===== src/rtl/uart_pkg.sv =====
// Shared definitions for the UART command sequencer and its ALU.
// - uart_state_e : one-hot sequencer state encoding
// - UartNbData   : default byte / operand width
// - Op*          : ALU opcodes (low 6 bits of the command's third byte)
package uart_pkg;

  localparam int unsigned UartNbData = 8;

  typedef enum logic [5:0] {
    StWaitA  = 6'b000001,
    StWaitB  = 6'b000010,
    StWaitOp = 6'b000100,
    StExec   = 6'b001000,
    StSend   = 6'b010000,
    StWaitTx = 6'b100000
  } uart_state_e;

  localparam logic [5:0] OpAdd = 6'h20;
  localparam logic [5:0] OpSub = 6'h22;
  localparam logic [5:0] OpAnd = 6'h24;
  localparam logic [5:0] OpOr  = 6'h25;
  localparam logic [5:0] OpXor = 6'h26;
  localparam logic [5:0] OpSra = 6'h03;
  localparam logic [5:0] OpSrl = 6'h02;
  localparam logic [5:0] OpNor = 6'h27;

endpackage


===== src/rtl/uart_alu_timeout.sv =====
// Inter-byte timeout down-counter.
// Ports:
//   clk       system clock
//   i_rst_n   synchronous active-low reset (counter -> 0)
//   i_clear   reload with TIMEOUT_CYCLES-1 (wins over i_enable)
//   i_enable  count down while high
//   o_expire  high while enabled and the count has reached zero
// With TIMEOUT_CYCLES == 0 the expire output is tied low.
module uart_alu_timeout #(
  parameter int unsigned NB_TIMEOUT     = 20,
  parameter int unsigned TIMEOUT_CYCLES = 1000000
) (
  input  logic clk,
  input  logic i_rst_n,
  input  logic i_clear,
  input  logic i_enable,
  output logic o_expire
);

  localparam int unsigned LoadInt = (TIMEOUT_CYCLES == 0) ? 0 : TIMEOUT_CYCLES - 1;
  localparam logic [NB_TIMEOUT-1:0] LoadVal = NB_TIMEOUT'(LoadInt);
  localparam bit Enabled = (TIMEOUT_CYCLES != 0);

  logic [NB_TIMEOUT-1:0] cnt_q;

  always_ff @(posedge clk) begin
    if (!i_rst_n) begin
      cnt_q <= '0;
    end else if (i_clear) begin
      cnt_q <= LoadVal;
    end else if (i_enable && (cnt_q != '0)) begin
      cnt_q <= cnt_q - 1'b1;
    end
  end

  assign o_expire = Enabled && i_enable && (cnt_q == '0);

endmodule


===== src/rtl/uart_alu_ctrl.sv =====
// Command sequencer between UART rx/tx and a combinational ALU.
// Collects operand A, operand B and opcode bytes, lets the ALU settle for
// one cycle, captures the result, pulses o_tx_start and waits for i_tx_done.
// Ports:
//   clk, i_rst_n     clock, synchronous active-low reset
//   i_rx_data/done   received byte and its one-cycle strobe
//   i_alu_result     combinational ALU output
//   i_tx_done        transmitter finished the frame
//   o_alu_a/b/op     operand and opcode registers driving the ALU
//   o_tx_data        captured result, o_tx_start one-cycle start pulse
//   o_busy           command in flight (EXEC/SEND/WAIT_TX)
//   o_timeout        pulse when a partial command is abandoned
//   o_drop_count     saturating count of bytes ignored while busy
module uart_alu_ctrl
  import uart_pkg::*;
#(
  parameter int unsigned NB_DATA        = UartNbData,
  parameter int unsigned NB_OP          = 6,
  parameter int unsigned NB_TIMEOUT     = 20,
  parameter int unsigned TIMEOUT_CYCLES = 1000000,
  parameter int unsigned NB_DROP        = 8
) (
  input  logic               clk,
  input  logic               i_rst_n,
  input  logic [NB_DATA-1:0] i_rx_data,
  input  logic               i_rx_done,
  input  logic [NB_DATA-1:0] i_alu_result,
  input  logic               i_tx_done,
  output logic [NB_DATA-1:0] o_alu_a,
  output logic [NB_DATA-1:0] o_alu_b,
  output logic [NB_OP-1:0]   o_alu_op,
  output logic [NB_DATA-1:0] o_tx_data,
  output logic               o_tx_start,
  output logic               o_busy,
  output logic               o_timeout,
  output logic [NB_DROP-1:0] o_drop_count
);

  uart_state_e state_q, state_d;

  logic [NB_DATA-1:0] alu_a_q, alu_b_q, tx_data_q;
  logic [NB_OP-1:0]   alu_op_q;
  logic [NB_DROP-1:0] drop_q;
  logic               timeout_q;

  logic to_enable, to_clear, to_expire;
  logic busy;

  assign to_enable = (state_q == StWaitB) || (state_q == StWaitOp);
  // Any state change restarts the inter-byte window.
  assign to_clear  = (state_d != state_q);

  uart_alu_timeout #(
    .NB_TIMEOUT     (NB_TIMEOUT),
    .TIMEOUT_CYCLES (TIMEOUT_CYCLES)
  ) u_timeout (
    .clk      (clk),
    .i_rst_n  (i_rst_n),
    .i_clear  (to_clear),
    .i_enable (to_enable),
    .o_expire (to_expire)
  );

  // State register
  always_ff @(posedge clk) begin
    if (!i_rst_n) begin
      state_q <= StWaitA;
    end else begin
      state_q <= state_d;
    end
  end

  // Next-state logic; a byte arriving on the expiry cycle takes priority.
  always_comb begin
    state_d = state_q;
    unique case (state_q)
      StWaitA:  if (i_rx_done) state_d = StWaitB;
      StWaitB: begin
        if (i_rx_done)      state_d = StWaitOp;
        else if (to_expire) state_d = StWaitA;
      end
      StWaitOp: begin
        if (i_rx_done)      state_d = StExec;
        else if (to_expire) state_d = StWaitA;
      end
      StExec:   state_d = StSend;
      StSend:   state_d = StWaitTx;
      StWaitTx: if (i_tx_done) state_d = StWaitA;
      default:  state_d = StWaitA;
    endcase
  end

  // Moore outputs
  always_comb begin
    o_tx_start = (state_q == StSend);
    busy       = (state_q == StExec) || (state_q == StSend) || (state_q == StWaitTx);
  end

  assign o_busy = busy;

  // Datapath registers
  always_ff @(posedge clk) begin
    if (!i_rst_n) begin
      alu_a_q   <= '0;
      alu_b_q   <= '0;
      alu_op_q  <= '0;
      tx_data_q <= '0;
      drop_q    <= '0;
      timeout_q <= 1'b0;
    end else begin
      timeout_q <= to_expire && !i_rx_done;
      if (i_rx_done) begin
        unique case (state_q)
          StWaitA:  alu_a_q  <= i_rx_data;
          StWaitB:  alu_b_q  <= i_rx_data;
          StWaitOp: alu_op_q <= i_rx_data[NB_OP-1:0];
          default:  ;
        endcase
      end
      if (state_q == StExec) begin
        tx_data_q <= i_alu_result;
      end
      if (busy && i_rx_done && (drop_q != '1)) begin
        drop_q <= drop_q + 1'b1;
      end
    end
  end

  assign o_alu_a      = alu_a_q;
  assign o_alu_b      = alu_b_q;
  assign o_alu_op     = alu_op_q;
  assign o_tx_data    = tx_data_q;
  assign o_timeout    = timeout_q;
  assign o_drop_count = drop_q;

endmodule


===== config.mk =====
export PLATFORM = sky130hd
export DESIGN_NAME = uart_alu_ctrl
export DESIGN_NICKNAME = d
export VERILOG_FILES = /design/src/rtl/uart_pkg.sv /design/src/rtl/uart_alu_timeout.sv /design/src/rtl/uart_alu_ctrl.sv
export SDC_FILE = /design/constraint.sdc
export NUM_CORES = 1
export LEC_CHECK = 0
export CAP_MARGIN = 20
export CORE_ASPECT_RATIO = 1.1
export CORE_UTILIZATION = 46
export DETAILED_ROUTE_END_ITERATION = 6
export MAX_ROUTING_LAYER = met4
export PLACE_DENSITY = 0.8
export SKIP_CTS_REPAIR_TIMING = 1
export SYNTH_ARGS = -nofsm -noshare
export SYNTH_HDL_FRONTEND = slang
export SYNTH_SLANG_ARGS = --single-unit

===== constraint.sdc =====
create_clock -name clk -period 1.9 [get_ports clk]
set_clock_uncertainty 0.1 [all_clocks]
set_input_delay 0.38 -clock clk [delete_from_list [all_inputs] [get_ports clk]]
set_output_delay 0.38 -clock clk [all_outputs]
set_load 0.02 [all_outputs]

== After elaboration in Yosys (flattened, before gate mapping) ==
Cells that the tools add are included.

* Memories: 0
* Memory bits (writable): 0
* Bits in latches: 0
* Bits in read-only memories: 0
* Output and inout port bits: 41
* Flip-flop bits (word level): 65

* $mul: 0
* Reduce and logical (&&, ||, !) cells: 16
* Mux-type cells: 8
* Div/mod/pow operators: 0
* Shift operators: 0
* Add/sub/neg operators: 2
* Bitwise operators: 1
* Equal/unequal tests: 8
* Order comparisons: 0

{| class="wikitable"
|+ Operators with widths
! kind !! number
|-
| $mux 20 || 2
|-
| $pmux 6 s6 || 1
|-
| $mux 6 || 5
|-
| $logic_not 20->1 || 1
|-
| $reduce_bool 20->1 || 1
|-
| $sub 20x1->20 const B || 1
|-
| $add 8x1->8 const B || 1
|-
| $ne 8x8->1 const B || 1
|-
| $eq 6x1->1 const B || 1
|-
| $eq 6x2->1 const B || 1
|-
| $eq 6x3->1 const B || 1
|-
| $eq 6x4->1 const B || 1
|-
| $eq 6x5->1 const B || 1
|-
| $eq 6x6->1 const B || 1
|-
| $ne 6x6->1 || 1
|-
| $reduce_and 2->1 || 3
|-
| $logic_and 1x1->1 || 5
|-
| $logic_or 1x1->1 || 3
|-
| $reduce_bool 2->1 || 1
|-
| $reduce_or 2->1 || 1
|-
| $logic_not 1->1 || 1
|-
| $not 1->1 || 1
|}

== Logic depth before layout (Yosys ltp) ==
Gate-level depths: netlist of the first run.

* Depth after elaboration: 8
* Gate-level depth with buffers: 9
* Gate-level depth less buffers: 7

== By module ==
Synthesis of the first run repeated with hierarchy kept, for this count alone.

* Cells, all modules: 339
* Area, all modules: 3131.8 um2

{| class="wikitable"
|+ Modules (own cells, without submodules)
! module !! cells an instance !! times used !! area an instance (um2)
|-
| uart_alu_ctrl || 215 || 1 || 2052.0
|-
| uart_alu_timeout || 124 || 1 || 1079.8
|}

== Worst setup path after synthesis of the first run ==
Ideal clock, no wire load.

* Path type: reg-to-reg
* From: register state_q[0]
* To: register u_timeout.cnt_q[13]
* Cell stages (with the launch flop): 8
* Period minus slack after synthesis: 2.102 ns
* Required time: 1.724 ns
* Path slack: -0.202 ns
* Path buffers: 2
* Library setup time: 0.076 ns
* Data arrival time: 1.926 ns
* Cells stage by stage: dfxtp_1 -> buf_6 -> or4_4 -> nor3_4 -> o21ai_2 -> buf_6 -> or4_1 -> a21oi_1

* Longest elaborated chain between the ends: 8
* Elaborated cells between the ends (all ways): 17

{| class="wikitable"
|+ RTL lines
! item !! RTL line !! source
|-
| start, declared || uart_alu_ctrl.sv:39 || <nowiki>uart_state_e state_q, state_d;</nowiki>
|-
| start signal, assigned || uart_alu_ctrl.sv:67 || <nowiki>state_q <= StWaitA;</nowiki>
|-
| start signal, assigned || uart_alu_ctrl.sv:69 || <nowiki>state_q <= state_d;</nowiki>
|-
| $eq 6x2->1 / $eq 6x3->1 (equally long branches) || uart_alu_ctrl.sv:49, uart_alu_ctrl.sv:76 ||
|-
| $logic_or 1x1->1 || uart_alu_ctrl.sv:49 || <nowiki>assign to_enable = (state_q == StWaitB) || (state_q == StWaitOp);</nowiki>
|-
| $logic_and 1x1->1 || uart_alu_timeout.sv:36 || <nowiki>assign o_expire = Enabled && i_enable && (cnt_q == '0);</nowiki>
|-
| $mux 6 || uart_alu_ctrl.sv:80, uart_alu_ctrl.sv:84 ||
|-
| $mux 6 (on tied branches) || uart_alu_ctrl.sv:83, uart_alu_ctrl.sv:79 ||
|-
| $pmux 6 s6 || uart_alu_ctrl.sv:76 || <nowiki>unique case (state_q)</nowiki>
|-
| $ne 6x6->1 || uart_alu_ctrl.sv:51 || <nowiki>assign to_clear = (state_d != state_q);</nowiki>
|-
| $reduce_or 2->1 (no line) || n/a ||
|-
| end signal, assigned || uart_alu_timeout.sv:30 || <nowiki>cnt_q <= LoadVal;</nowiki>
|-
| end signal, assigned || uart_alu_timeout.sv:32 || <nowiki>cnt_q <= cnt_q - 1'b1;</nowiki>
|-
| end, declared || uart_alu_timeout.sv:24 || <nowiki>logic [NB_TIMEOUT-1:0] cnt_q;</nowiki>
|}

Parallel ways exist; a longest one is shown, timed or not.
A chain may end at the register's enable or synchronous reset.

== Final worst setup path of the first run ==
* From: register state_q[3]
* To: register u_timeout.cnt_q[12]

Same word-level chain as after synthesis.

==> impl_metrics.yaml, run 1 <==
outcome:
  status: "finished, violations left"
  violations: "negative setup slack"
logic_synthesis:
  synth_top_area_share_pct: 43.70
  avgSynthCellArea_sq_um: 9.219
  synth_nets: 346
  synth_cells: 323
  synth.largest_area_cell: "dfxtp_1"
  yosysUniqueCellTypes: 49
  synth_edf_count: 0
  ys_seq_area_share_pct: 43.70
  netlist_top_cells_area: "dfxtp_1 44%, mux2i_1 10%, nor2_1 5.4%"
  yosysWarningCount: 0
  syn_area_sq_um: 2978
  synth-seq-cells: 65
  synth_ff_type: "dfxtp_1"
  postSynth.asyncResetShare_pct: 0
clock_network:
  cts_tree: "built"
  clockRootBuffer: "clkbuf_8"
  clock_latency_ns: 0.36
  numCtsBuffers: 9
  htreeDepth: 3
  clkTransAtPathRegs_ns: 0.08
  cts_buffer_depth: 2
  cts_sinks: 65
timing:
  rsz0062_at_grt: "true"
  tightest_slew_ns: 0.4789
  setup_viol: 26
  fmax_ghz: 0.4431
  finalWorstSetupSlack_ns: -0.3568
  hold_ws_ns: 0.3890
  period_share_pct: 118.8
  hold_viol_final: 0
  post-route-min-period_ns: 2.257
  relSlewSlack_pct: 67.85
  drv_slew: 0
floorplan:
  fp.coreArea_sq_um: 6193
  rows: 30
  die_area_sq_um: 6800
  ioPinCount: 61
  start_util_pct: 48.08
  die_w_um: 78.72
  die_height_um: 86.39
global_route:
  antenna_found_initial: 0
  grt_overflow: 0
  grt_max_degree: 48
  grt_usage_pct: 22.73
  grt_pass1_vias: 2724
  grt_pass1_wl_um: 11900
power_and_ir_drop:
  power.leakage_uw: 0.001959
  power_density_nw_per_um2: 690.0
  internal-power_uw: 2341
  p_sw_uw: 908.3
  pwr-share-seq_pct: 44.8
  p_clk_share_pct: 37.8
  combPwrFrac_pct: 17.4
  irDropWorstVdd_v: 0.0006498
  swShare_pct: 27.96
place:
  dp_hpwl_um: 5069
  place_congestion: 0.8249
  place_ws_ns: -0.2137
  dp.cells: 498
  numPortBuffers: 60
  dpl_cell_area_sq_um: 4041
drt:
  ant_nets: 0
  drc_errors: 0
  wl_um: 8771
  viasPerCell: 5.595
  num_vias: 2960
  drtIter0Drc: 259
  drtPass1Iterations: 4
  wl_per_cell_um: 16.58
worst_setup_path:
  cp_slowest_stage_delay_ns: 0.57
  r2r-start: "state_q[3]"
  slowest_stage: "or4_4"
  r2r_cells: 6
  r2r-end: "u_timeout.cnt_q[12]"
  r2r_setup_slack_ns: -0.36
  end_kind: "flop"
  critical_path.cell_chain: "or4_4, nor4_4, buf_4, o21ai_4, or4_1, a21oi_1"
  required_ns: 2.08
  start_kind: "flop"
  crit_arrival_ns: 2.43
  path_class: "flop to flop"
  crit_fanout: 4
min_path:
  holdPathStages: 2
  hp-start: "u_timeout.cnt_q[13]"
  min_path_type: "flop to flop"
  hold_path_end: "u_timeout.cnt_q[13]"
cells_and_area:
  area_delta_synth_final_pct: 58.11
  layout.cells.non_filler: 529
  final_common_cell: "dfxtp_1"
  drive_above_1_share_pct: 34.74
  final_cell_mix: "59 x dfxtp_1, 58 x buf_4, 55 x clkdlybuf4s50_1"
  fin_nets: 467
  design_area_sq_um: 4708
  antennaDiodeCount: 0
run:
  drv_cap: 0
cell families (layout without fill, tap and decap cells):
family | after synthesis | after routing | share of synthesized area [%]
compound gates | 65 | 66 | 13.49
fa+ha+maj | 3 | 3 | 1.261
xor+xnor | 12 | 12 | 3.529
buf+inv | 29 | 154 | 4.328
flops | 65 | 65 | 43.70
mux | 32 | 32 | 10.80
simple gates | 117 | 117 | 22.90
cell usage after synthesis (all sizes together) (3+ instances only):
master	instances
dfxtp	65
nor2	43
mux2i	31
a21oi	24
o21ai	15
clkbuf	14
or3	12
nand3	11
nor3	10
or4	9
inv	8
xor2	8
a31oi	7
buf	7
nand2	7
o31ai	6
nor4	5
xnor2	4
and3	3
ha	3
nand4	3
nor4b	3
flip-flops by register name, summed over array words and instances (netlist names):
name             count
u_timeout.cnt_q     20
o_alu_a              8
o_alu_b              8
o_drop_count         8
o_tx_data            8
o_alu_op             6
state_q              6
o_timeout            1
worst max path at each step:
stage / end / cells after the start / startpoint
after floorplan: u_timeout.cnt_q[1] / 6 / state_q[0]
after global routing: u_timeout.cnt_q[12] / 6 / state_q[3]
after global placement: u_timeout.cnt_q[3] / 8 / u_timeout.cnt_q[9]
after detailed placement: u_timeout.cnt_q[6] / 5 / state_q[3]
after CTS: o_busy / 5 / state_q[3]
final: u_timeout.cnt_q[12] / 6 / state_q[3]
layer usage:
layer | wire [um] | track usage [%] | vias to the layer above
li1 | - | - | 1418
met1 | 3664 | 26.17 | 1412
met2 | 4417 | 38.10 | 107
met3 | 478 | 5.368 | 23
met4 | 211 | 8.923 | 0
met5 | 0 | - | -
power groups by stage:
| stage | clock, uW | sequential [uW] | combinational (uW) |
|---|---|---|---|
| floorplan | 0 | 1500 | 220 |
| global placement | 0 | 1480 | 435 |
| detailed placement | 0 | 1480 | 446 |
| CTS | 1230 | 1450 | 449 |
| global route | 1290 | 1460 | 603 |
| finish | 1230 | 1460 | 564 |
per-stage QoR:
step / TNS (ns) / power [uW] / utilization [%]
global route: -6.239 / 3349 / 76.02
finish: -3.982 / 3249 / 76.02
CTS: -4.350 / 3124 / 68.57
global placement: -4.439 / 1912 / 65.25
floorplan: -2.022 / 1716 / -
detailed placement: -6.523 / 1925 / 65.25
layout make-up:
| class | instances | area [sq um] |
|---|---|---|
| inverters | 8 | 32.53 |
| multi-input cells | 230 | 1849 |
| fillers | 408 | 1485 |
| flip-flops and latches | 65 | 1309 |
| repair buffers | 130 | 1212 |
| clock inverters | 6 | 67.56 |
| well taps | 80 | 100.1 |
| clock buffers | 10 | 137.6 |
critical path: cells and delay by family (launching register included):
family	cells	cell delay, ns
and+or+nand+nor	3	1.28
DFF	1	0.33
buffers and inverters	1	0.20
AOI/OAI and AO/OA	2	0.28
Power figures use the tool's default switching activity.
==> run 2: changes to the inputs <==
- CTS_CLUSTER_SIZE: not set -> 16
- HOLD_SLACK_MARGIN: not set -> 0.05
==> results of run 2 <==
No change in the layout: final DEF, timing and power equal those of run 1.
==> run 3: changes to the inputs <==
- ABC_AREA: not set -> 1
- CORE_UTILIZATION: 46 -> 47
==> run 3 against run 2 <==
  * The flow still finishes with violations (negative setup slack)
  * Worst setup slack improved by 0.051 ns
  * First-iteration DRC count fell by 58%
  * Global-route usage rose by 2.2 points
  * Final area rose by 2.4%
  * Critical path depth rose by 7
  * Largest cell class unchanged
  * Hold slack improved by 0.0033 ns
  * Clock power barely moved
  * Synthesized cell count rose by 36%
  * Combinational power rose by 58%
  * Cell count rose by 23%
==> impl_metrics.yaml, run 3 <==
logic_synthesis:
  ys_seq_area_share_pct: 40.90
  netlist_top_cells_area: "dfxtp_1 41%, nor2_1 13%, o21ai_0 6.0%"
  synth_ff_type: "dfxtp_1"
  synth-seq-cells: 65
  syn_area_sq_um: 3182
  synth.most_common_cell: "nor2_1"
  synth_cells: 440
  synth_nets: 463
  yosysUniqueCellTypes: 31
  avgSynthCellArea_sq_um: 7.231
  synth_common_cells: "109 x nor2_1, 65 x dfxtp_1, 48 x inv_1"
  synth_edf_count: 0
  yosysWarningCount: 0
  synth.largest_area_cell: "dfxtp_1"
  postSynth.asyncResetShare_pct: 0
  synth_top_area_share_pct: 40.90
floorplan:
  ioPinCount: 61
  fp.coreArea_sq_um: 6555
  die_height_um: 88.30
  die_area_sq_um: 7103
  die_w_um: 80.45
  rows: 31
  start_util_pct: 48.54
timing:
  period_share_pct: 116.1
  setup_viol: 22
  tightest_slew_ns: 0.3138
  fmax_ghz: 0.4533
  relSlewSlack_pct: 78.92
  post-route-min-period_ns: 2.206
  finalWorstSetupSlack_ns: -0.3061
  hold_viol_final: 0
  drv_slew: 0
  rsz0062_at_grt: "true"
drt:
  viasPerCell: 5.197
  ant_nets: 0
  drtIter0Drc: 110
  wl_um: 9421
  num_vias: 3373
  drc_errors: 0
  drtPass1Iterations: 5
  wl_per_cell_um: 14.52
power_and_ir_drop:
  irDropWorstVdd_v: 0.0005574
  p_total_uw: 3605
  power.leakage_uw: 0.002100
  power_density_nw_per_um2: 747.3
cells_and_area:
  antennaDiodeCount: 0
  drive_above_1_share_pct: 28.75
  largest_register_ffs: 20
  final_cell_mix: "101 x nor2_1, 60 x dfxtp_1, 54 x clkdlybuf4s50_1, 54 x buf_4, 46 x inv_1"
  area_delta_synth_final_pct: 51.59
  design_area_sq_um: 4823
  nFillCells: 474
  fin_nets: 585
  top_register: "u_timeout.cnt_q"
  final_common_cell: "nor2_1"
worst_setup_path:
  r2r_cells: 13
  r2r-start: "state_q[0]"
  critical_path.cell_chain: "buf_4, nor2_4, nand3_4, nand2_4, buf_4, nand3_1, nand2_1, nand2_1, o21ai_2, nand4_4, clkbuf_16, nor2_4, nor2_2"
  start_kind: "flop"
  required_ns: 2.05
  crit_path_start: "state_q[0]"
  path_class: "flop to flop"
  r2r_setup_slack_ns: -0.31
  end_kind: "flop"
  slowest_stage: "dfxtp_4"
  crit_fanout: 5
  crit_arrival_ns: 2.36
  cp_slowest_stage_delay_ns: 0.37
place:
  numPortBuffers: 60
  place_congestion: 0.8763
  dpl_cell_area_sq_um: 4222
  dp_hpwl_um: 5710
clock_network:
  cts_buffer_depth: 2
  clockRootBuffer: "clkbuf_8"
  numCtsBuffers: 9
  clkTransAtPathRegs_ns: 0.08
  clock_latency_ns: 0.36
  cts_sinks: 65
  htreeDepth: 3
  cts_tree: "built"
global_route:
  grt_usage_pct: 24.88
  antenna_found_initial: 0
  grt_pass1_vias: 3133
  grt_pass1_wl_um: 13100
  grt_max_degree: 36
  grt_overflow: 0
outcome:
  violations: "negative setup slack"
  status: "finished, violations left"
run:
  drv_cap: 0
min_path:
  holdPathStages: 2
  min_path_type: "flop to flop"
  hp-start: "o_tx_data[0]"
-- run 3: cells by family after synthesis --
logic type | Yosys count | share of synthesized area (%)
simple gates | 242 | 37.51
compound gates | 51 | 8.140
fa+ha+maj | 3 | 1.180
buf+inv | 64 | 8.140
flops | 65 | 40.90
xor+xnor | 15 | 4.129
-- run 3: layout make-up --
| cell class | instances | area, sq um | share of cell area (%) |
|---|---|---|---|
| tap | 82 | 102.6 | 2.127 |
| timing repair inverter | 1 | 7.507 | 0.1556 |
| clock inverter | 6 | 67.56 | 1.401 |
| multi-input combinational | 311 | 1841 | 38.16 |
| timing repair buffer | 120 | 1140 | 23.63 |
| inverter | 54 | 212.7 | 4.410 |
| sequential | 65 | 1315 | 27.26 |
| clock buffer | 10 | 137.6 | 2.853 |
-- run 3: final timing paths --
kind                         endpoint
setup / recovery  u_timeout.cnt_q[17]
hold / removal           o_tx_data[0]
setup reg to reg  u_timeout.cnt_q[17]
hold reg to reg          o_tx_data[0]
-- run 3: per-stage QoR --
step | hold slack, ns | util [%] | instances | setup TNS [ns] | setup WS (ns)
4_1_cts | 0.3949 | 67.53 | 635 | -2.675 | -0.4665
6_report | 0.3923 | 73.58 | 649 | -4.930 | -0.3061
3_5_place_dp | 0.3770 | 64.40 | 619 | -6.205 | -0.2835
3_3_place_gp | 0.3638 | 64.40 | 619 | -4.239 | -0.1987
5_1_grt | 0.4235 | 73.58 | 649 | -9.065 | -0.4535
2_1_floorplan | 0.3993 | - | 440 | 0 | 0.04973
-- run 3: critical path: cells and delay by family (launching register included) --
kind	cells	cell delay (ns)
flip-flops	1	0.37
AO/OA/AOI/OAI	1	0.12
buffers and inverters	3	0.53
AND/OR/NAND/NOR	9	0.98
-- run 3: metal layers --
layer	track usage (%)	vias up	share of wire (%)
met3	6.804	37	5.9
li1	-	1642	-
met2	42.53	124	52
met1	26.76	1570	39
met5	-	-	0
met4	11.36	0	3.1
-- run 3: power by group --
part	internal [uW]	switching, uW	total [uW]	leakage (uW)
registers	1430	54.0	1480	0.000533
clock network	643	587	1230	0.0000985
logic	391	499	890	0.00147
